$ cat config.mk
export PLATFORM = sky130hd
export DESIGN_NAME = core_bus_arbiter_flat
export DESIGN_NICKNAME = d
export VERILOG_FILES = /design/src/rtl/core_bus_arbiter_if.sv /design/src/rtl/core_bus_arbiter.sv /design/src/flat_wrapper.sv
export SDC_FILE = /design/constraint.sdc
export NUM_CORES = 1
export LEC_CHECK = 0
export CAP_MARGIN = 20
export CORE_ASPECT_RATIO = 0.8
export CORE_UTILIZATION = 40
export CTS_CLUSTER_SIZE = 12
export DETAILED_ROUTE_END_ITERATION = 16
export PLACE_DENSITY = 0.68
export RECOVER_POWER = 25
export SLEW_MARGIN = 0
export SYNTH_ARGS = -nofsm -noshare
export SYNTH_HDL_FRONTEND = slang
export SYNTH_SLANG_ARGS = --single-unit
export TNS_END_PERCENT = 100
$ cat constraint.sdc
create_clock -name clk -period 6.2 [get_ports clk]
set_clock_uncertainty 0.2 [all_clocks]
set_input_delay 1.55 -clock clk [delete_from_list [all_inputs] [get_ports clk]]
set_output_delay 1.55 -clock clk [all_outputs]
set_load 0.05 [all_outputs]
$ cat src/rtl/core_bus_arbiter_if.sv
// ---------------------------------------------------------------------------
// core_bus_arbiter_if
//   Bundles the core-side request/response pulses and the downstream bus
//   pulses handled by core_bus_arbiter.
//
//   Core side (per channel i):
//     req_enable[i], req_mode[i]  one-cycle request pulse, 1 = write
//     req_addr/req_wdata/req_wstrb  channel i at [i*AW +: AW] / [i*DW +: DW] /
//                                   [i*DW/8 +: DW/8]
//     resp_enable[i], resp_data   one-cycle response pulse and its data
//     busy[i]                     channel i holds a pending or in-flight request
//   Downstream side:
//     bus_request_enable, breq_*  one-cycle request pulse and held fields
//     bus_response_enable, bresp_data  one-cycle response pulse and data
//
//   Modports:
//     slave   the arbiter's view
//     master  the environment's view (requesters plus downstream bus)
// ---------------------------------------------------------------------------
interface core_bus_arbiter_if #(
  parameter int NCH = 2,
  parameter int AW  = 32,
  parameter int DW  = 32
);
  localparam int SW = DW / 8;

  // Core side
  logic [NCH-1:0]    req_enable;
  logic [NCH-1:0]    req_mode;
  logic [NCH*AW-1:0] req_addr;
  logic [NCH*DW-1:0] req_wdata;
  logic [NCH*SW-1:0] req_wstrb;
  logic [NCH-1:0]    resp_enable;
  logic [DW-1:0]     resp_data;
  logic [NCH-1:0]    busy;

  // Downstream side
  logic              bus_request_enable;
  logic              breq_mode;
  logic [AW-1:0]     breq_addr;
  logic [DW-1:0]     breq_wdata;
  logic [SW-1:0]     breq_wstrb;
  logic              bus_response_enable;
  logic [DW-1:0]     bresp_data;

  modport slave (
    input  req_enable, req_mode, req_addr, req_wdata, req_wstrb,
    output resp_enable, resp_data, busy,
    output bus_request_enable, breq_mode, breq_addr, breq_wdata, breq_wstrb,
    input  bus_response_enable, bresp_data
  );

  modport master (
    output req_enable, req_mode, req_addr, req_wdata, req_wstrb,
    input  resp_enable, resp_data, busy,
    input  bus_request_enable, breq_mode, breq_addr, breq_wdata, breq_wstrb,
    output bus_response_enable, bresp_data
  );
endinterface

$ cat src/rtl/core_bus_arbiter.sv
// ---------------------------------------------------------------------------
// core_bus_arbiter
//   Merges NCH core-side bus masters (fetch, mem, page walker, debug, ...)
//   onto one downstream bus using the core's one-cycle pulse protocol.
//   Each channel holds one outstanding request; one downstream transaction
//   is in flight at a time.
//
//   Ports:
//     clk   clock
//     rstn  asynchronous active-low reset
//     bus   core_bus_arbiter_if.slave (see interface header for signals)
//
//   Timing:
//     req_enable at t into an idle arbiter  -> bus_request_enable at t+1
//     bus_response_enable at r              -> resp_enable at r+1, busy clear
//     next bus_request_enable               -> r+2 at the earliest
//
//   Build option:
//     CORE_BUS_ARB_FIXED_PRIO_EN  defined: fixed priority, lowest index wins.
//                                 undefined (default): round-robin.
// ---------------------------------------------------------------------------
module core_bus_arbiter #(
  parameter int NCH = 2,
  parameter int AW  = 32,
  parameter int DW  = 32
) (
  input  logic              clk,
  input  logic              rstn,
  core_bus_arbiter_if.slave bus
);
  localparam int SW = DW / 8;
  localparam int PW = (NCH > 1) ? $clog2(NCH) : 1;

  typedef enum logic {
    ST_IDLE = 1'b0,
    ST_WAIT = 1'b1
  } state_e;

  // ---------------------------------------------------------------------------
  // State
  // ---------------------------------------------------------------------------
  state_e          state_q, state_d;
  logic [NCH-1:0]  busy_q, busy_d;
  logic [PW-1:0]   owner_q;           // channel of the in-flight transaction

  logic [NCH-1:0]  slot_mode_q;
  logic [AW-1:0]   slot_addr_q  [NCH];
  logic [DW-1:0]   slot_wdata_q [NCH];
  logic [SW-1:0]   slot_wstrb_q [NCH];

  logic            breq_en_q;
  logic            breq_mode_q;
  logic [AW-1:0]   breq_addr_q;
  logic [DW-1:0]   breq_wdata_q;
  logic [SW-1:0]   breq_wstrb_q;

  logic [NCH-1:0]  resp_en_q, resp_en_d;
  logic [DW-1:0]   resp_data_q;

`ifndef CORE_BUS_ARB_FIXED_PRIO_EN
  logic [PW-1:0]   rr_ptr_q, rr_ptr_d;
`endif

  // ---------------------------------------------------------------------------
  // Per-channel view of the flat request buses
  // ---------------------------------------------------------------------------
  logic [AW-1:0]   in_addr  [NCH];
  logic [DW-1:0]   in_wdata [NCH];
  logic [SW-1:0]   in_wstrb [NCH];

  always_comb begin
    for (int i = 0; i < NCH; i++) begin
      in_addr[i]  = bus.req_addr[i*AW +: AW];
      in_wdata[i] = bus.req_wdata[i*DW +: DW];
      in_wstrb[i] = bus.req_wstrb[i*SW +: SW];
    end
  end

  // ---------------------------------------------------------------------------
  // Acceptance and arbitration
  //   A request on a busy channel is a protocol violation and is dropped.
  //   Same-cycle accepted requests join the candidate set directly, so an idle
  //   arbiter launches one cycle after the request pulse.
  // ---------------------------------------------------------------------------
  logic [NCH-1:0]  accept;
  logic [NCH-1:0]  cand;
  logic            win_found;
  logic [PW-1:0]   winner;
  logic [PW-1:0]   probe;
`ifndef CORE_BUS_ARB_FIXED_PRIO_EN
  logic [PW:0]     probe_sum;
`endif

  // NOTE: every combinational output gets a default before any branch, so no
  // path leaves a variable unassigned and no latch is inferred.
  always_comb begin
    accept    = bus.req_enable & ~busy_q;
    cand      = busy_q | accept;
    win_found = 1'b0;
    winner    = '0;
    probe     = '0;
`ifndef CORE_BUS_ARB_FIXED_PRIO_EN
    probe_sum = '0;
`endif
    for (int k = 0; k < NCH; k++) begin
`ifdef CORE_BUS_ARB_FIXED_PRIO_EN
      probe = PW'(k);
`else
      // Ascending search from the pointer, wrapping modulo NCH.
      probe_sum = {1'b0, rr_ptr_q} + (PW+1)'(k);
      if (probe_sum >= (PW+1)'(NCH)) begin
        probe_sum = probe_sum - (PW+1)'(NCH);
      end
      probe = probe_sum[PW-1:0];
`endif
      if (!win_found && cand[probe]) begin
        win_found = 1'b1;
        winner    = probe;
      end
    end
  end

  // Winner's fields: from its slot if it was already pending, otherwise
  // straight from this cycle's request inputs.
  logic            win_mode;
  logic [AW-1:0]   win_addr;
  logic [DW-1:0]   win_wdata;
  logic [SW-1:0]   win_wstrb;

  always_comb begin
    if (busy_q[winner]) begin
      win_mode  = slot_mode_q[winner];
      win_addr  = slot_addr_q[winner];
      win_wdata = slot_wdata_q[winner];
      win_wstrb = slot_wstrb_q[winner];
    end else begin
      win_mode  = bus.req_mode[winner];
      win_addr  = in_addr[winner];
      win_wdata = in_wdata[winner];
      win_wstrb = in_wstrb[winner];
    end
  end

  // ---------------------------------------------------------------------------
  // FSM next state and transaction events
  // ---------------------------------------------------------------------------
  logic launch;
  logic complete;

  always_comb begin
    state_d  = state_q;
    launch   = 1'b0;
    complete = 1'b0;
    unique case (state_q)
      ST_IDLE: begin
        // A response pulse here has no owner and is ignored.
        if (win_found) begin
          launch  = 1'b1;
          state_d = ST_WAIT;
        end
      end
      ST_WAIT: begin
        if (bus.bus_response_enable) begin
          complete = 1'b1;
          state_d  = ST_IDLE;
        end
      end
      default: state_d = ST_IDLE;
    endcase
  end

  always_comb begin
    busy_d    = busy_q | accept;
    resp_en_d = '0;
    if (complete) begin
      // Busy drops in the same cycle the response pulse is presented, so the
      // channel may re-request while its resp_enable is high.
      busy_d[owner_q]    = 1'b0;
      resp_en_d[owner_q] = 1'b1;
    end
  end

`ifndef CORE_BUS_ARB_FIXED_PRIO_EN
  always_comb begin
    rr_ptr_d = rr_ptr_q;
    if (launch) begin
      rr_ptr_d = (winner == PW'(NCH - 1)) ? '0 : winner + 1'b1;
    end
  end
`endif

  // ---------------------------------------------------------------------------
  // Registers
  // ---------------------------------------------------------------------------
  // NOTE: sequential state uses non-blocking assignments so every register
  // samples pre-edge values regardless of statement order.
  always_ff @(posedge clk or negedge rstn) begin
    if (!rstn) begin
      state_q      <= ST_IDLE;
      busy_q       <= '0;
      owner_q      <= '0;
      breq_en_q    <= 1'b0;
      breq_mode_q  <= 1'b0;
      breq_addr_q  <= '0;
      breq_wdata_q <= '0;
      breq_wstrb_q <= '0;
      resp_en_q    <= '0;
      resp_data_q  <= '0;
`ifndef CORE_BUS_ARB_FIXED_PRIO_EN
      rr_ptr_q     <= '0;
`endif
    end else begin
      state_q   <= state_d;
      busy_q    <= busy_d;
      breq_en_q <= launch;
      resp_en_q <= resp_en_d;
`ifndef CORE_BUS_ARB_FIXED_PRIO_EN
      rr_ptr_q  <= rr_ptr_d;
`endif
      // Downstream fields change only on a launch and are held otherwise.
      if (launch) begin
        owner_q      <= winner;
        breq_mode_q  <= win_mode;
        breq_addr_q  <= win_addr;
        breq_wdata_q <= win_wdata;
        breq_wstrb_q <= win_wstrb;
      end
      // Response data is kept between responses.
      if (complete) begin
        resp_data_q <= bus.bresp_data;
      end
    end
  end

  // NOTE: the slot payload is not reset; it is only read while its busy bit
  // is set, and the busy bits are reset.
  always_ff @(posedge clk) begin
    for (int i = 0; i < NCH; i++) begin
      if (accept[i]) begin
        slot_mode_q[i]  <= bus.req_mode[i];
        slot_addr_q[i]  <= in_addr[i];
        slot_wdata_q[i] <= in_wdata[i];
        slot_wstrb_q[i] <= in_wstrb[i];
      end
    end
  end

  // ---------------------------------------------------------------------------
  // Outputs
  // ---------------------------------------------------------------------------
  assign bus.busy               = busy_q;
  assign bus.resp_enable        = resp_en_q;
  assign bus.resp_data          = resp_data_q;
  assign bus.bus_request_enable = breq_en_q;
  assign bus.breq_mode          = breq_mode_q;
  assign bus.breq_addr          = breq_addr_q;
  assign bus.breq_wdata         = breq_wdata_q;
  assign bus.breq_wstrb         = breq_wstrb_q;

`ifndef SYNTHESIS
  a_resp_onehot: assert property (@(posedge clk) disable iff (!rstn)
    $onehot0(resp_en_q));
  a_launch_waits: assert property (@(posedge clk) disable iff (!rstn)
    breq_en_q |-> (state_q == ST_WAIT));
`endif

endmodule
$ cat src/flat_wrapper.sv
// flat-port wrapper written by rule: the top's interface ports become plain ports
module core_bus_arbiter_flat 
#(
  parameter int NCH = 2,
  parameter int AW  = 32,
  parameter int DW  = 32
)
  (clk, rstn, bus_req_enable, bus_req_mode, bus_req_addr, bus_req_wdata, bus_req_wstrb, bus_resp_enable, bus_resp_data, bus_busy, bus_bus_request_enable, bus_breq_mode, bus_breq_addr, bus_breq_wdata, bus_breq_wstrb, bus_bus_response_enable, bus_bresp_data);
  core_bus_arbiter_if #(.NCH(NCH), .AW(AW), .DW(DW)) bus_i ();
  input  logic clk;
  input  logic rstn;
  input wire logic [$bits(bus_i.req_enable)-1:0] bus_req_enable;
  input wire logic [$bits(bus_i.req_mode)-1:0] bus_req_mode;
  input wire logic [$bits(bus_i.req_addr)-1:0] bus_req_addr;
  input wire logic [$bits(bus_i.req_wdata)-1:0] bus_req_wdata;
  input wire logic [$bits(bus_i.req_wstrb)-1:0] bus_req_wstrb;
  output wire logic [$bits(bus_i.resp_enable)-1:0] bus_resp_enable;
  output wire logic [$bits(bus_i.resp_data)-1:0] bus_resp_data;
  output wire logic [$bits(bus_i.busy)-1:0] bus_busy;
  output wire logic [$bits(bus_i.bus_request_enable)-1:0] bus_bus_request_enable;
  output wire logic [$bits(bus_i.breq_mode)-1:0] bus_breq_mode;
  output wire logic [$bits(bus_i.breq_addr)-1:0] bus_breq_addr;
  output wire logic [$bits(bus_i.breq_wdata)-1:0] bus_breq_wdata;
  output wire logic [$bits(bus_i.breq_wstrb)-1:0] bus_breq_wstrb;
  input wire logic [$bits(bus_i.bus_response_enable)-1:0] bus_bus_response_enable;
  input wire logic [$bits(bus_i.bresp_data)-1:0] bus_bresp_data;
  assign bus_i.req_enable = bus_req_enable;
  assign bus_i.req_mode = bus_req_mode;
  assign bus_i.req_addr = bus_req_addr;
  assign bus_i.req_wdata = bus_req_wdata;
  assign bus_i.req_wstrb = bus_req_wstrb;
  assign bus_resp_enable = bus_i.resp_enable;
  assign bus_resp_data = bus_i.resp_data;
  assign bus_busy = bus_i.busy;
  assign bus_bus_request_enable = bus_i.bus_request_enable;
  assign bus_breq_mode = bus_i.breq_mode;
  assign bus_breq_addr = bus_i.breq_addr;
  assign bus_breq_wdata = bus_i.breq_wdata;
  assign bus_breq_wstrb = bus_i.breq_wstrb;
  assign bus_i.bus_response_enable = bus_bus_response_enable;
  assign bus_i.bresp_data = bus_bresp_data;
  core_bus_arbiter #(.NCH(NCH), .AW(AW), .DW(DW)) u_core (.clk(clk), .rstn(rstn), .bus(bus_i));
endmodule
==> impl_metrics.prom, run 1 <==
# TYPE chip_impl_metric gauge
chip_impl_metric{name="numCtsBuffers",unit=""} 26
chip_impl_metric{name="leakagePower",unit="uW"} 0.00546
chip_impl_metric{name="path_buf_inv",unit=""} 1
chip_impl_metric{name="worstMarginPinSlew",unit="ps"} 1020
chip_impl_info{name="root_buffer",value="clkbuf_16"} 1
chip_impl_metric{name="ys_ff_latch",unit=""} 247
chip_impl_metric{name="synthMuxAreaShare",unit="%"} 16.8
chip_impl_metric{name="fin_setup_tns",unit="ps"} 0
chip_impl_info{name="slowest_library_cell_on_the_worst_path",value="clkdlybuf4s50_1"} 1
chip_impl_metric{name="ios",unit=""} 281
chip_impl_metric{name="cts_hold_repair.buffers",unit=""} 0
chip_impl_metric{name="finish.net_count",unit=""} 1075
chip_impl_metric{name="ys_warn_count",unit=""} 0
chip_impl_info{name="critical_r2r_capture",value="u_core.bus.breq_wstrb[0]$_DFFE_PN0P_"} 1
chip_impl_metric{name="rows",unit=""} 52
chip_impl_metric{name="timing.max_cap.violations",unit=""} 0
chip_impl_metric{name="path_max_fanout",unit=""} 6
chip_impl_info{name="cp_delay_by_family_top",value="buffers and inverters"} 1
chip_impl_info{name="min_from",value="u_core.owner_q$_DFFE_PN0P_"} 1
chip_impl_info{name="setup_repair_after_global_routing_missed_its_margin",value="no"} 1
chip_impl_metric{name="multi_input_area",unit="mm^2"} 0.00324
chip_impl_metric{name="timing.reg2reg.setup_slack",unit="ps"} 3670
chip_impl_metric{name="router_iterations_before_antenna_repair",unit=""} 4
chip_impl_metric{name="clockBufferDepth",unit=""} 3
chip_impl_metric{name="clk_transition_reported_paths",unit="ps"} 60
chip_impl_metric{name="globalplace.congestion",unit=""} 0.756
chip_impl_metric{name="instances_no_fill",unit=""} 1273
chip_impl_metric{name="grt_overflow",unit=""} 0
chip_impl_info{name="final_cell_mix",value="140 x clkdlybuf4s50_1, 139 x dlygate4sd3_1, 138 x mux2i_1, 138 x edfxtp_1, 109 x dfrtp_1"} 1
chip_impl_metric{name="cts-resized-gates",unit=""} 0
chip_impl_metric{name="num_vias",unit=""} 6412
chip_impl_metric{name="drive_gt1_share",unit="%"} 17.4
chip_impl_metric{name="port-buffer-count",unit=""} 280
chip_impl_info{name="crit_path_end_kind",value="output pin"} 1
chip_impl_info{name="critical_path_class",value="register to output pin"} 1
chip_impl_metric{name="synth_nets",unit=""} 795
chip_impl_metric{name="drt-total-wl",unit="um"} 24500
chip_impl_metric{name="timing.reg2reg.worst_path_depth",unit=""} 6
chip_impl_metric{name="highest_clock_rate",unit="MHz"} 272
chip_impl_metric{name="finalCritPeriodShare",unit="%"} 59.2
chip_impl_metric{name="final.fill_count",unit=""} 2107
chip_impl_metric{name="slew_viol_final",unit=""} 0
chip_impl_info{name="mostFrequentLayoutCell",value="clkdlybuf4s50_1"} 1
chip_impl_metric{name="dieArea",unit="mm^2"} 0.0268
chip_impl_metric{name="dp_cells",unit=""} 1223
chip_impl_metric{name="holdPathStages",unit=""} 1
chip_impl_metric{name="drc",unit=""} 0
chip_impl_info{name="status",value="complete, no violations"} 1
chip_impl_metric{name="timing.max_slew.rel_slack",unit="%"} 32.0
chip_impl_metric{name="wl_per_cell",unit="um"} 19.2
chip_impl_metric{name="timing.final.crit_period",unit="ps"} 3670
chip_impl_metric{name="critical_path.max_stage_delay",unit="ps"} 870
chip_impl_info{name="largest_family_of_logic_cells_by_synthesized_area",value="multiplexers"} 1
chip_impl_metric{name="ys_types",unit=""} 26
chip_impl_info{name="hold-path-endpoint",value="u_core.bus.resp_enable[0]$_DFF_PN0_"} 1
chip_impl_metric{name="critical_path_arrival",unit="ps"} 1920
chip_impl_metric{name="async_reset_ff_share",unit="%"} 44.1
chip_impl_metric{name="synth_compound_area_share",unit="%"} 10.6
chip_impl_metric{name="cts_post_setup_buffers_inserted",unit=""} 0
chip_impl_metric{name="design.core.area",unit="mm^2"} 0.0255
chip_impl_metric{name="chipHeight",unit="um"} 147
chip_impl_info{name="worst_r2r_startpoint",value="u_core.bus.busy[1]$_DFF_PN0_"} 1
chip_impl_metric{name="syn_area_per_cell",unit="um^2"} 16.9
chip_impl_metric{name="grt_pass1_vias",unit=""} 6887
chip_impl_metric{name="synth-edff-count",unit=""} 138
chip_impl_metric{name="chipWidth",unit="um"} 183
chip_impl_metric{name="yosys.area_share.simple",unit="%"} 3.36
chip_impl_metric{name="finalHoldViolations",unit=""} 0
chip_impl_metric{name="grt_use_total",unit="%"} 18.3
chip_impl_metric{name="sequential_cell_area_in_the_final_layout",unit="mm^2"} 0.00687
chip_impl_metric{name="netlist_instances",unit=""} 620
chip_impl_info{name="synth_ff_type",value="edfxtp_1"} 1
chip_impl_metric{name="setup_viol",unit=""} 0
chip_impl_info{name="cts_tree",value="built"} 1
chip_impl_info{name="hold_class",value="register to register"} 1
chip_impl_metric{name="vdd.ir_drop.worst",unit="V"} 0.000257
chip_impl_metric{name="synth-seq-area-share",unit="%"} 65.7
chip_impl_metric{name="grt_start_max_net_pins",unit=""} 74
chip_impl_metric{name="antenna_viol_nets_final",unit=""} 0
chip_impl_metric{name="numClockSinks",unit=""} 247
chip_impl_metric{name="antenna_found_initial",unit=""} 7
chip_impl_metric{name="start_util",unit="%"} 41.0
chip_impl_metric{name="detail_route.iter0.violations",unit=""} 368
chip_impl_metric{name="route.detailed.vias_per_inst",unit=""} 5.04
chip_impl_metric{name="synth-xor-area-share",unit="%"} 0
chip_impl_metric{name="required",unit="ps"} 4450
chip_impl_metric{name="power-per-cell-area",unit="mW/mm^2"} 461
chip_impl_metric{name="wire_length_of_the_first_global_routing_pass",unit="um"} 38500
chip_impl_metric{name="layout_overhead_on_the_synthesized_area",unit="%"} 36.9
chip_impl_info{name="path_cells",value="clkdlybuf4s50_1"} 1
chip_impl_metric{name="worst_skew_pair.late_latency",unit="ps"} 520
chip_impl_metric{name="area_share_of_fa_ha_maj_cells_after_synthesis",unit="%"} 0
chip_impl_metric{name="htree_levels",unit=""} 1
chip_impl_metric{name="detailed_place_hpwl",unit="um"} 15800
chip_impl_metric{name="synth.cell_area",unit="mm^2"} 0.0105
chip_impl_info{name="timing.critical_path.from_type",value="register"} 1
## cells in the mapped netlist (all sizes together) (3+ instances only)
library cell | number | area [um^2]
dfrtp | 109 | 2730
mux2i | 138 | 1380
buf | 34 | 343
edfxtp | 138 | 4140
a221oi | 69 | 1040
a21oi | 4 | 35.0
mux2 | 33 | 372
nor2 | 77 | 294
clkbuf | 6 | 22.5
nand2 | 3 | 11.3
## layout make-up
cell class,instances,share of cell area (%)
Clock inverter,2,0.0874
Multi-Input combinational cell,333,22.6
Sequential cell,247,48.0
Clock buffer,45,5.68
Tap cell,351,3.07
Antenna cell,3,0.0525
Timing Repair Buffer,292,20.5
## through the flow
stage	util [%]	worst slack [ps]	cell area [um^2]	power (uW)	hold slack, ps
3_5_place_dp	52.8	1970	13500	5180	283
6_report	56.1	2530	14300	6600	292
3_3_place_gp	52.8	2010	13500	5150	272
2_1_floorplan	-	2280	10500	4350	227
5_1_grt	56.1	2430	14300	6900	321
4_1_cts	56.1	2500	14300	6700	293
## logic make-up after synthesis
group / Yosys count
flip-flops: 247
multiplexers: 171
AND/OR/NAND/NOR: 85
AO/OA/AOI/OAI: 77
buffers and inverters: 40
## worst max path at each step
stage | startpoint | to | cells past startpoint
5_1_grt | bus_req_enable[1] | u_core.bus.breq_mode$_DFFE_PN0P_ | 7
3_3_place_gp | bus_req_enable[1] | u_core.bus.breq_wstrb[2]$_DFFE_PN0P_ | 7
6_report | u_core.bus.busy[1]$_DFF_PN0_ | bus_busy[1] | 1
4_1_cts | u_core.bus.busy[1]$_DFF_PN0_ | bus_busy[1] | 1
2_1_floorplan | bus_req_enable[1] | u_core.bus.breq_wdata[10]$_DFFE_PN0P_ | 6
3_5_place_dp | bus_req_enable[1] | u_core.bus.breq_addr[2]$_DFFE_PN0P_ | 7
## power by group
group          total (uW)  internal, uW  switching (uW)
Sequential           2320          2130             191
Combinational        2780          1040            1750
Clock                1500           882             614
## flip-flops by register name, indices dropped and copies added (netlist names), 2 cells and up
name	cells
u_core.slot_wdata_q	64
u_core.bus.resp_data	32
u_core.slot_mode_q	2
u_core.bus.breq_wstrb	4
u_core.slot_addr_q	64
u_core.bus.breq_addr	32
u_core.bus.busy	2
u_core.bus.breq_wdata	32
u_core.bus.resp_enable	2
u_core.slot_wstrb_q	8
## per-layer routing
| layer | wire, um | vias up | share of wire [%] | global-route usage [%] |
|---|---|---|---|---|
| met1 | 10600 | 3161 | 43 | 24.1 |
| met5 | 55 | - | 0.22 | 0 |
| met4 | 385 | 8 | 1.6 | 3.57 |
| met3 | 2210 | 37 | 9.0 | 6.31 |
| met2 | 11200 | 237 | 46 | 29.5 |
| li1 | - | 2969 | - | - |
Power figures use the tool's default switching activity.
==> inputs of run 2 (changes only) <==
Settings changed: PLACE_DENSITY 0.68 to 0.71.
Clock period 6.2 ns to 3.07 ns, I/O delays scaled along.
==> run 2 against run 1 <==
Final area grew 1.6%; final cell count grew 0.86%; sequential share of layout area shrank 0.76 points; register-to-register slack lost 2700 ps; total power grew 100%; first-iteration DRC count shrank 22%; clock-buffer cell count shrank 2; non-clock buffer count grew 12; combinational power grew 110%; global-route usage grew 0.74 points; worst setup slack lost 2400 ps; clock power grew 99%; critical path type unchanged.
==> impl_metrics.prom, run 2 (synthesized netlist as in run 1, its figures left out) <==
# TYPE chip_impl_metric gauge
chip_impl_info{name="biggest_regs",value="u_core.slot_addr_q (64), u_core.slot_wdata_q (64)"} 1
chip_impl_metric{name="finalHoldViolations",unit=""} 0
chip_impl_info{name="setup_repair_after_global_routing_missed_its_margin",value="no"} 1
chip_impl_metric{name="placed_cell_area",unit="mm^2"} 0.0137
chip_impl_metric{name="drive_gt1_share",unit="%"} 18.3
chip_impl_metric{name="route.detailed.vias_per_inst",unit=""} 5.03
chip_impl_metric{name="layout_setup_ws",unit="ps"} 144
chip_impl_metric{name="finalCritPeriodShare",unit="%"} 95.3
chip_impl_metric{name="final_core_utilization",unit="%"} 57.0
chip_impl_metric{name="router_iterations_before_antenna_repair",unit=""} 4
chip_impl_metric{name="critical_path_arrival",unit="ps"} 1960
chip_impl_metric{name="dp_worst_setup_slack",unit="ps"} 152
chip_impl_metric{name="chipHeight",unit="um"} 147
chip_impl_metric{name="drt-total-wl",unit="um"} 25400
chip_impl_info{name="crit_path_end_kind",value="output pin"} 1
chip_impl_metric{name="worstMarginPinSlew",unit="ps"} 611
chip_impl_metric{name="clk_transition_reported_paths",unit="ps"} 60
chip_impl_metric{name="cts_post_setup_buffers_inserted",unit=""} 0
chip_impl_metric{name="start_util",unit="%"} 41.0
chip_impl_metric{name="path_buf_inv",unit=""} 1
chip_impl_metric{name="required",unit="ps"} 2100
chip_impl_info{name="status",value="complete, no violations"} 1
chip_impl_info{name="cts_tree",value="built"} 1
chip_impl_metric{name="detail_route.iter0.violations",unit=""} 288
chip_impl_metric{name="timing.reg2reg.setup_slack",unit="ps"} 940
chip_impl_metric{name="grt_start_max_net_pins",unit=""} 46
chip_impl_metric{name="globalplace.congestion",unit=""} 0.729
chip_impl_metric{name="timing.hold.ws",unit="ps"} 277
chip_impl_metric{name="ios",unit=""} 281
chip_impl_info{name="slowest_library_cell_on_the_worst_path",value="clkdlybuf4s50_1"} 1
chip_impl_metric{name="critical_path.max_stage_delay",unit="ps"} 900
chip_impl_info{name="final_cell_mix",value="140 x dlygate4sd3_1, 140 x clkdlybuf4s50_1, 138 x mux2i_1, 138 x edfxtp_1, 109 x dfrtp_1"} 1
chip_impl_info{name="root_buffer",value="clkbuf_16"} 1
chip_impl_metric{name="antenna_viol_nets_final",unit=""} 0
chip_impl_metric{name="detailed_place_hpwl",unit="um"} 17100
chip_impl_metric{name="power-per-cell-area",unit="mW/mm^2"} 927
chip_impl_metric{name="design.core.area",unit="mm^2"} 0.0255
chip_impl_info{name="path_cells",value="clkdlybuf4s50_1"} 1
chip_impl_metric{name="leakagePower",unit="uW"} 0.00556
chip_impl_metric{name="rows",unit=""} 52
chip_impl_info{name="hold_class",value="register to register"} 1
chip_impl_metric{name="sequential_cell_area_in_the_final_layout",unit="mm^2"} 0.00687
chip_impl_metric{name="clockBufferDepth",unit=""} 3
chip_impl_metric{name="finish.net_count",unit=""} 1087
chip_impl_metric{name="timing.max_cap.violations",unit=""} 0
chip_impl_metric{name="grt_use_total",unit="%"} 19.1
chip_impl_metric{name="highest_clock_rate",unit="MHz"} 342
chip_impl_metric{name="htree_levels",unit=""} 1
chip_impl_metric{name="numCtsBuffers",unit=""} 26
chip_impl_metric{name="cts_hold_repair.buffers",unit=""} 1
chip_impl_metric{name="wire_length_of_the_first_global_routing_pass",unit="um"} 39900
chip_impl_metric{name="worst_skew_pair.late_latency",unit="ps"} 520
chip_impl_metric{name="multi_input_area",unit="mm^2"} 0.00324
chip_impl_metric{name="grt_overflow",unit=""} 0
chip_impl_metric{name="drc",unit=""} 0
chip_impl_metric{name="antenna_found_initial",unit=""} 3
chip_impl_metric{name="cts-resized-gates",unit=""} 0
chip_impl_metric{name="wl_per_cell",unit="um"} 19.8
chip_impl_metric{name="final_cell_area",unit="mm^2"} 0.0145
chip_impl_metric{name="slew_viol_final",unit=""} 0
chip_impl_info{name="cp_delay_by_family_top",value="buffers and inverters"} 1
chip_impl_metric{name="grt_pass1_vias",unit=""} 7117
chip_impl_metric{name="timing.final.crit_period",unit="ps"} 2930
chip_impl_metric{name="layout_overhead_on_the_synthesized_area",unit="%"} 39.1
chip_impl_metric{name="final.fill_count",unit=""} 2064
chip_impl_metric{name="chipWidth",unit="um"} 183
chip_impl_metric{name="vdd.ir_drop.worst",unit="V"} 0.000499
chip_impl_metric{name="numClockSinks",unit=""} 247
chip_impl_metric{name="setup_viol",unit=""} 0
chip_impl_metric{name="path_max_fanout",unit=""} 6
chip_impl_metric{name="dieArea",unit="mm^2"} 0.0268
chip_impl_info{name="timing.critical_path.from_type",value="register"} 1
chip_impl_metric{name="num_vias",unit=""} 6459
chip_impl_metric{name="port-buffer-count",unit=""} 280
chip_impl_info{name="critical_path_class",value="register to output pin"} 1
chip_impl_metric{name="fin_setup_tns",unit="ps"} 0
chip_impl_metric{name="timing.max_slew.rel_slack",unit="%"} 59.1
[run 2: cell count changes in the layout (fill, tap and decap cells not counted), moves of 2 or more]
| cell | change |
|---|---|
| clkbuf_1 | +2 |
| diode_2 | -2 |
| clkbuf_8 | -3 |
| clkinv_2 | +2 |
| buf_12 | +12 |
[run 2: worst reg2reg max path: stages (launching register included)]
cell and delay (ps):
dfrtp_1 430, nor2_2 310, o22ai_4 160, buf_12 200, buf_12 210, mux2i_1 210, a221oi_2 300
[run 2: stage by stage]
| step | std cells | power [uW] |
|---|---|---|
| 2_1_floorplan | 620 | 8790 |
| 3_3_place_gp | 1234 | 10600 |
| 3_5_place_dp | 1234 | 10600 |
| 4_1_cts | 1283 | 13700 |
| 5_1_grt | 1284 | 14100 |
| 6_report | 1284 | 13500 |
[run 2: layer usage]
layer / up-vias / GRT usage (%) / wire (um)
li1: 2998 / - / -
met1: 3197 / 24.9 / 10800
met2: 227 / 31.5 / 12200
met3: 33 / 5.46 / 1900
met4: 4 / 4.24 / 452
met5: - / 0 / 31
[run 2: worst paths after layout]
| kind | from | end | cells past startpoint |
|---|---|---|---|
| worst max register to register | u_core.bus.busy[0]$_DFF_PN0_ | u_core.bus.breq_addr[11]$_DFFE_PN0P_ | 6 |
| max in group asynchronous | rstn | u_core.bus.resp_data[8]$_DFFE_PN0N_ | 3 |
| worst max-delay path | u_core.bus.busy[1]$_DFF_PN0_ | bus_busy[1] | 1 |
| worst min-delay path | u_core.owner_q$_DFFE_PN0P_ | u_core.bus.resp_enable[0]$_DFF_PN0_ | 1 |
| worst min register to register | u_core.owner_q$_DFFE_PN0P_ | u_core.bus.resp_enable[0]$_DFF_PN0_ | 1 |
| min in group asynchronous | rstn | u_core.bus.breq_wdata[28]$_DFFE_PN0P_ | 2 |
[run 2: final cells by class]
cell class / instances / share of cell area (%)
antenna: 1 / 0.0172
clock buffer: 43 / 5.19
clock inverter: 5 / 0.422
multi-input combinational: 333 / 22.3
sequential: 247 / 47.3
tap: 351 / 3.02
timing repair buffer: 304 / 21.8
[run 2: where the power goes]
part,switching (uW),internal (uW)
Combinational,3580,2240
Clock,1230,1760
Sequential,384,4290
Total,5200,8290
==> inputs of run 3 (changes only) <==
Settings changed: CTS_CLUSTER_SIZE 12 to default, SLEW_MARGIN 0 to default.
==> run 3 against run 2 <==
Sequential share of layout area is the same; critical path type unchanged; global-route usage grew 0.083 points; via count grew 0.60%; largest cell class unchanged; first-iteration DRC count shrank 3.5%; critical path depth is the same; clock power is essentially flat; worst setup slack gained 6.0 ps; critical endpoint unchanged; combinational power is essentially flat; fmax grew 0.20%; final cell count is the same; register-to-register slack is essentially flat.
==> impl_metrics.prom, run 3 (synthesized netlist as in run 1, its figures left out) <==
# TYPE chip_impl_metric gauge
chip_impl_metric{name="clk_transition_reported_paths",unit="ps"} 60
chip_impl_metric{name="drt-total-wl",unit="um"} 25600
chip_impl_metric{name="antenna_viol_nets_final",unit=""} 0
chip_impl_metric{name="route.detailed.vias_per_inst",unit=""} 5.06
chip_impl_info{name="crit_path_end_kind",value="output pin"} 1
chip_impl_metric{name="num_vias",unit=""} 6498
chip_impl_metric{name="chipHeight",unit="um"} 147
chip_impl_metric{name="ios",unit=""} 281
chip_impl_info{name="hold_class",value="register to register"} 1
chip_impl_metric{name="clockBufferDepth",unit=""} 3
chip_impl_metric{name="start_util",unit="%"} 41.0
chip_impl_metric{name="timing.final.crit_period",unit="ps"} 2920
chip_impl_metric{name="finish.net_count",unit=""} 1087
chip_impl_metric{name="timing.max_slew.rel_slack",unit="%"} 59.3
chip_impl_metric{name="final.fill_count",unit=""} 2061
chip_impl_metric{name="wire_length_of_the_first_global_routing_pass",unit="um"} 40000
chip_impl_metric{name="antenna_found_initial",unit=""} 3
chip_impl_metric{name="path_buf_inv",unit=""} 1
chip_impl_metric{name="numClockSinks",unit=""} 247
chip_impl_metric{name="dieArea",unit="mm^2"} 0.0268
chip_impl_metric{name="switching_power",unit="uW"} 5230
chip_impl_metric{name="port-buffer-count",unit=""} 280
chip_impl_metric{name="grt_pass1_vias",unit=""} 7135
chip_impl_metric{name="finalCritPeriodShare",unit="%"} 95.1
chip_impl_info{name="cp_delay_by_family_top",value="buffers and inverters"} 1
chip_impl_metric{name="fin_setup_tns",unit="ps"} 0
chip_impl_metric{name="critical_path_arrival",unit="ps"} 1950
chip_impl_metric{name="share_comb_of_total_power",unit="%"} 43.2
chip_impl_metric{name="path_max_fanout",unit=""} 6
chip_impl_metric{name="power.clock.fraction",unit="%"} 22.2
chip_impl_metric{name="timing.max_cap.violations",unit=""} 0
chip_impl_info{name="critical_path_class",value="register to output pin"} 1
chip_impl_metric{name="detailed_place_hpwl",unit="um"} 17100
chip_impl_info{name="timing.critical_path.from_type",value="register"} 1
chip_impl_info{name="slowest_library_cell_on_the_worst_path",value="clkdlybuf4s50_1"} 1
chip_impl_metric{name="router_iterations_before_antenna_repair",unit=""} 4
chip_impl_metric{name="layout_overhead_on_the_synthesized_area",unit="%"} 39.1
chip_impl_metric{name="drive_gt1_share",unit="%"} 18.9
chip_impl_metric{name="worst_skew_pair.late_latency",unit="ps"} 530
chip_impl_metric{name="finalHoldViolations",unit=""} 0
chip_impl_info{name="biggest_regs",value="u_core.slot_addr_q (64), u_core.slot_wdata_q (64)"} 1
chip_impl_metric{name="htree_levels",unit=""} 1
chip_impl_metric{name="share_seq_of_total_power",unit="%"} 34.7
chip_impl_info{name="root_buffer",value="clkbuf_16"} 1
chip_impl_metric{name="wl_per_cell",unit="um"} 19.9
chip_impl_metric{name="required",unit="ps"} 2100
chip_impl_metric{name="power-per-cell-area",unit="mW/mm^2"} 927
chip_impl_metric{name="grt_use_total",unit="%"} 19.2
chip_impl_metric{name="placed_cell_area",unit="mm^2"} 0.0137
chip_impl_info{name="setup_repair_after_global_routing_missed_its_margin",value="no"} 1
chip_impl_info{name="path_cells",value="clkdlybuf4s50_1"} 1
chip_impl_metric{name="design.core.area",unit="mm^2"} 0.0255
chip_impl_metric{name="rows",unit=""} 52
chip_impl_metric{name="grt_overflow",unit=""} 0
chip_impl_metric{name="worstMarginPinSlew",unit="ps"} 609
chip_impl_metric{name="power.internal",unit="uW"} 8260
chip_impl_metric{name="sw_share",unit="%"} 38.8
chip_impl_info{name="final_cell_mix",value="140 x dlygate4sd3_1, 140 x clkdlybuf4s50_1, 138 x mux2i_1, 138 x edfxtp_1, 109 x dfrtp_1"} 1
chip_impl_metric{name="vdd.ir_drop.worst",unit="V"} 0.000454
chip_impl_metric{name="cts-resized-gates",unit=""} 0
chip_impl_metric{name="detail_route.iter0.violations",unit=""} 278
chip_impl_metric{name="final_core_utilization",unit="%"} 57.0
chip_impl_metric{name="chipWidth",unit="um"} 183
chip_impl_metric{name="highest_clock_rate",unit="MHz"} 342
chip_impl_metric{name="leakagePower",unit="uW"} 0.00557
chip_impl_info{name="status",value="complete, no violations"} 1
chip_impl_metric{name="drc",unit=""} 0
chip_impl_metric{name="numCtsBuffers",unit=""} 26
chip_impl_metric{name="grt_start_max_net_pins",unit=""} 46
chip_impl_metric{name="globalplace.congestion",unit=""} 0.729
chip_impl_info{name="cts_tree",value="built"} 1
chip_impl_metric{name="slew_viol_final",unit=""} 0
chip_impl_metric{name="setup_viol",unit=""} 0
chip_impl_metric{name="final_cell_area",unit="mm^2"} 0.0145
chip_impl_metric{name="critical_path.max_stage_delay",unit="ps"} 900
## run 3: changes by cell type in the layout (fill, tap and decap cells not counted)
cell / change
clkbuf_1: -10
clkbuf_16: +1
clkbuf_8: -2
clkinv_1: +5
clkinv_2: +6
clkinv_8: -1
clkinvlp_4: +1
## run 3: metrics by stage
step           power [uW]  hold WS [ps]  worst slack, ps  instances
5_1_grt             14100           310             72.7       1284
6_report            13500           268              150       1284
2_1_floorplan        8790           227             2.33        620
3_3_place_gp        10600           249              222       1234
4_1_cts             13700           271              119       1283
3_5_place_dp        10600           265              152       1234
## run 3: per-layer routing
| layer | global-route usage (%) | up-vias | wire, um | part of all wire (%) |
|---|---|---|---|---|
| li1 | - | 2997 | - | - |
| met1 | 24.9 | 3230 | 11000 | 43 |
| met2 | 31.6 | 230 | 12200 | 48 |
| met3 | 5.76 | 37 | 1950 | 7.6 |
| met4 | 4.08 | 4 | 425 | 1.7 |
| met5 | 0 | - | 31 | 0.12 |
## run 3: final timing paths
check / depth (start not counted) / to / startpoint / slack, ps
min in group asynchronous: 2 / u_core.bus.breq_addr[3]$_DFFE_PN0P_ / rstn / 540
setup / recovery: 1 / bus_busy[1] / u_core.bus.busy[1]$_DFF_PN0_ / 150
max in group asynchronous: 3 / u_core.bus.resp_data[9]$_DFFE_PN0N_ / rstn / 1390
hold reg to reg: 1 / u_core.bus.resp_enable[0]$_DFF_PN0_ / u_core.owner_q$_DFFE_PN0P_ / 270
setup reg to reg: 6 / u_core.bus.breq_addr[11]$_DFFE_PN0P_ / u_core.bus.busy[0]$_DFF_PN0_ / 950
hold / removal: 1 / u_core.bus.resp_enable[0]$_DFF_PN0_ / u_core.owner_q$_DFFE_PN0P_ / 270
## run 3: timing repair
item	4_1_cts	5_1_grt
hold buffers	1	0
endpoints found under the hold margin	24	0
buffers inserted	0	0
## run 3: power by group through the flow
stage	clock network (uW)	logic, uW	registers (uW)
floorplan	0	2290	6490
global placement	0	5850	4720
detailed placement	0	5900	4720
CTS	3070	5920	4680
global route	3200	6110	4750
finish	2990	5820	4670
## run 3: final cells by class
| class | count | area (um^2) | share of cell area (%) |
|---|---|---|---|
| sequential | 247 | 6870 | 47.3 |
| multi-input combinational | 333 | 3240 | 22.3 |
| antenna | 1 | 2.50 | 0.0172 |
| clock inverter | 16 | 101 | 0.697 |
| timing repair buffer | 304 | 3170 | 21.8 |
| tap | 351 | 439 | 3.02 |
| clock buffer | 32 | 714 | 4.91 |
==> RTL edit (flow settings as in run 2) <==
`NCH` is set to 2 in 3 places; all go to 4.
--- a/src/rtl/core_bus_arbiter_if.sv
+++ b/src/rtl/core_bus_arbiter_if.sv
@@ -19,5 +19,5 @@
 // ---------------------------------------------------------------------------
 interface core_bus_arbiter_if #(
-  parameter int NCH = 2,
+  parameter int NCH = 4,
   parameter int AW  = 32,
   parameter int DW  = 32
--- a/src/rtl/core_bus_arbiter.sv
+++ b/src/rtl/core_bus_arbiter.sv
@@ -21,5 +21,5 @@
 // ---------------------------------------------------------------------------
 module core_bus_arbiter #(
-  parameter int NCH = 2,
+  parameter int NCH = 4,
   parameter int AW  = 32,
   parameter int DW  = 32
--- a/src/flat_wrapper.sv
+++ b/src/flat_wrapper.sv
@@ -2,5 +2,5 @@
 module core_bus_arbiter_flat 
 #(
-  parameter int NCH = 2,
+  parameter int NCH = 4,
   parameter int AW  = 32,
   parameter int DW  = 32
Ports: changed (7 resized); port bits go from 281 to 425. No check against the original RTL was run, so the function may have changed too.
==> RTL edit against run 2 <==
- synthesized area grew 71%
- largest power group unchanged
- die area grew 70%
- setup slack lost 0.035 ns
- register-to-register slack lost 0.60 ns
- synthesized cell count grew 140%
- power grew 88%
- cell area grew 74%
- sequential cell count grew 144
- worst hold slack gained 0.026 ns
- wire length grew 130%
- clock power grew 70%
- largest cell class unchanged
- critical path type is now in -> reg
- utilization grew 0.86 points
==> RTL edit: results <==
[cells_and_area]
n_fill_cell = 3509
diodes = 19
drive_gt1_frac = 0.1215
final_cells = 2556
fin_nets = 2222
n_all_buffers = 554
multiInputGateArea_sq_mm = 0.006156
num-nonclk-inverters = 1
nMultiInputCombCells = 916
largest_registers = u_core.slot_addr_q (128), u_core.slot_wdata_q (128)
sh_seq_area = 0.4420
clkbuf_count = 66

[outcome]
status = finished, final reports clean

[clock_tree]
worstSkewPairLatency_ns = 0.54
cts_max_level = 2

[place]
place_area_sq_mm = 0.02382
dp_cells = 2456
place_ws_ns = -0.4380
dp_hpwl_mm = 38.27
portBuffers = 424

[grt]
grt_pass1_wl_mm = 88.13
grt_max_degree = 62
grt_pass1_vias = 14820
track_usage = 0.2491

[detailed_routing]
drt_iter0_drc = 1516
drt_first_pass_iters = 7
vias_per_cell = 5.824
totalWireLength_mm = 57.40

[critical_path]
crit_path_end_kind = register
r2r-end = u_core.bus.breq_addr[23]
r2r_cells = 9
slowest_delay_ns = 0.46
r2r_setup_slack_ns = 0.34

[min_path]
min_to = u_core.bus.resp_data[28]
hp-start = u_core.bus.resp_data[28]

[sta]
whs_ns = 0.3030
period_needed_ns = 2.962
max_slew_margin = 0.5608

[yosys]
synth_common_cells = 276 x edfxtp_1, 207 x and3_1, 139 x a211o_1, 139 x nand3_1, 115 x dfrtp_1
netlist_top_cells_area = edfxtp_1 46%, dfrtp_1 16%, and3_1 7.2%
synth_cell_type_count = 41
postSynthCellCount = 1461
synth_fp_nets = 1776
synthArstFlopShare = 0.2941

[power_and_ir_drop]
power_density_mw_per_mm2 = 1002
leakage_nw = 9.776
max-vdd-ir-drop_v = 0.0006045

[die]
n_tap_cell = 595
==> RTL edit: layer usage <==
| layer | GRT usage | vias to the layer above | share of wire |
|---|---|---|---|
| met4 | 0.08950 | 14 | 0.027 |
| met1 | 0.3423 | 7331 | 0.42 |
| met3 | 0.05516 | 108 | 0.087 |
| met2 | 0.3875 | 746 | 0.47 |
| li1 | - | 6688 | - |
| met5 | 0 | - | 0.0015 |
==> RTL edit: cell families (layout without fill, tap and decap cells) <==
| family | after synthesis | after routing | share of synthesized area |
|---|---|---|---|
| multiplexers | 32 | 32 | 0.02013 |
| AND/OR/NAND/NOR | 517 | 517 | 0.1499 |
| AO/OA/AOI/OAI | 366 | 366 | 0.1695 |
| buffers and inverters | 154 | 635 | 0.03621 |
| other | 0 | 19 | 0 |
| XOR/XNOR | 1 | 1 | 0.0004894 |
| flip-flops | 391 | 391 | 0.6238 |
==> RTL edit: report_power, final <==
group          internal, mW  switching [mW]
Combinational          5.66            7.40
Sequential             6.65           0.510
Clock                  2.97            2.11
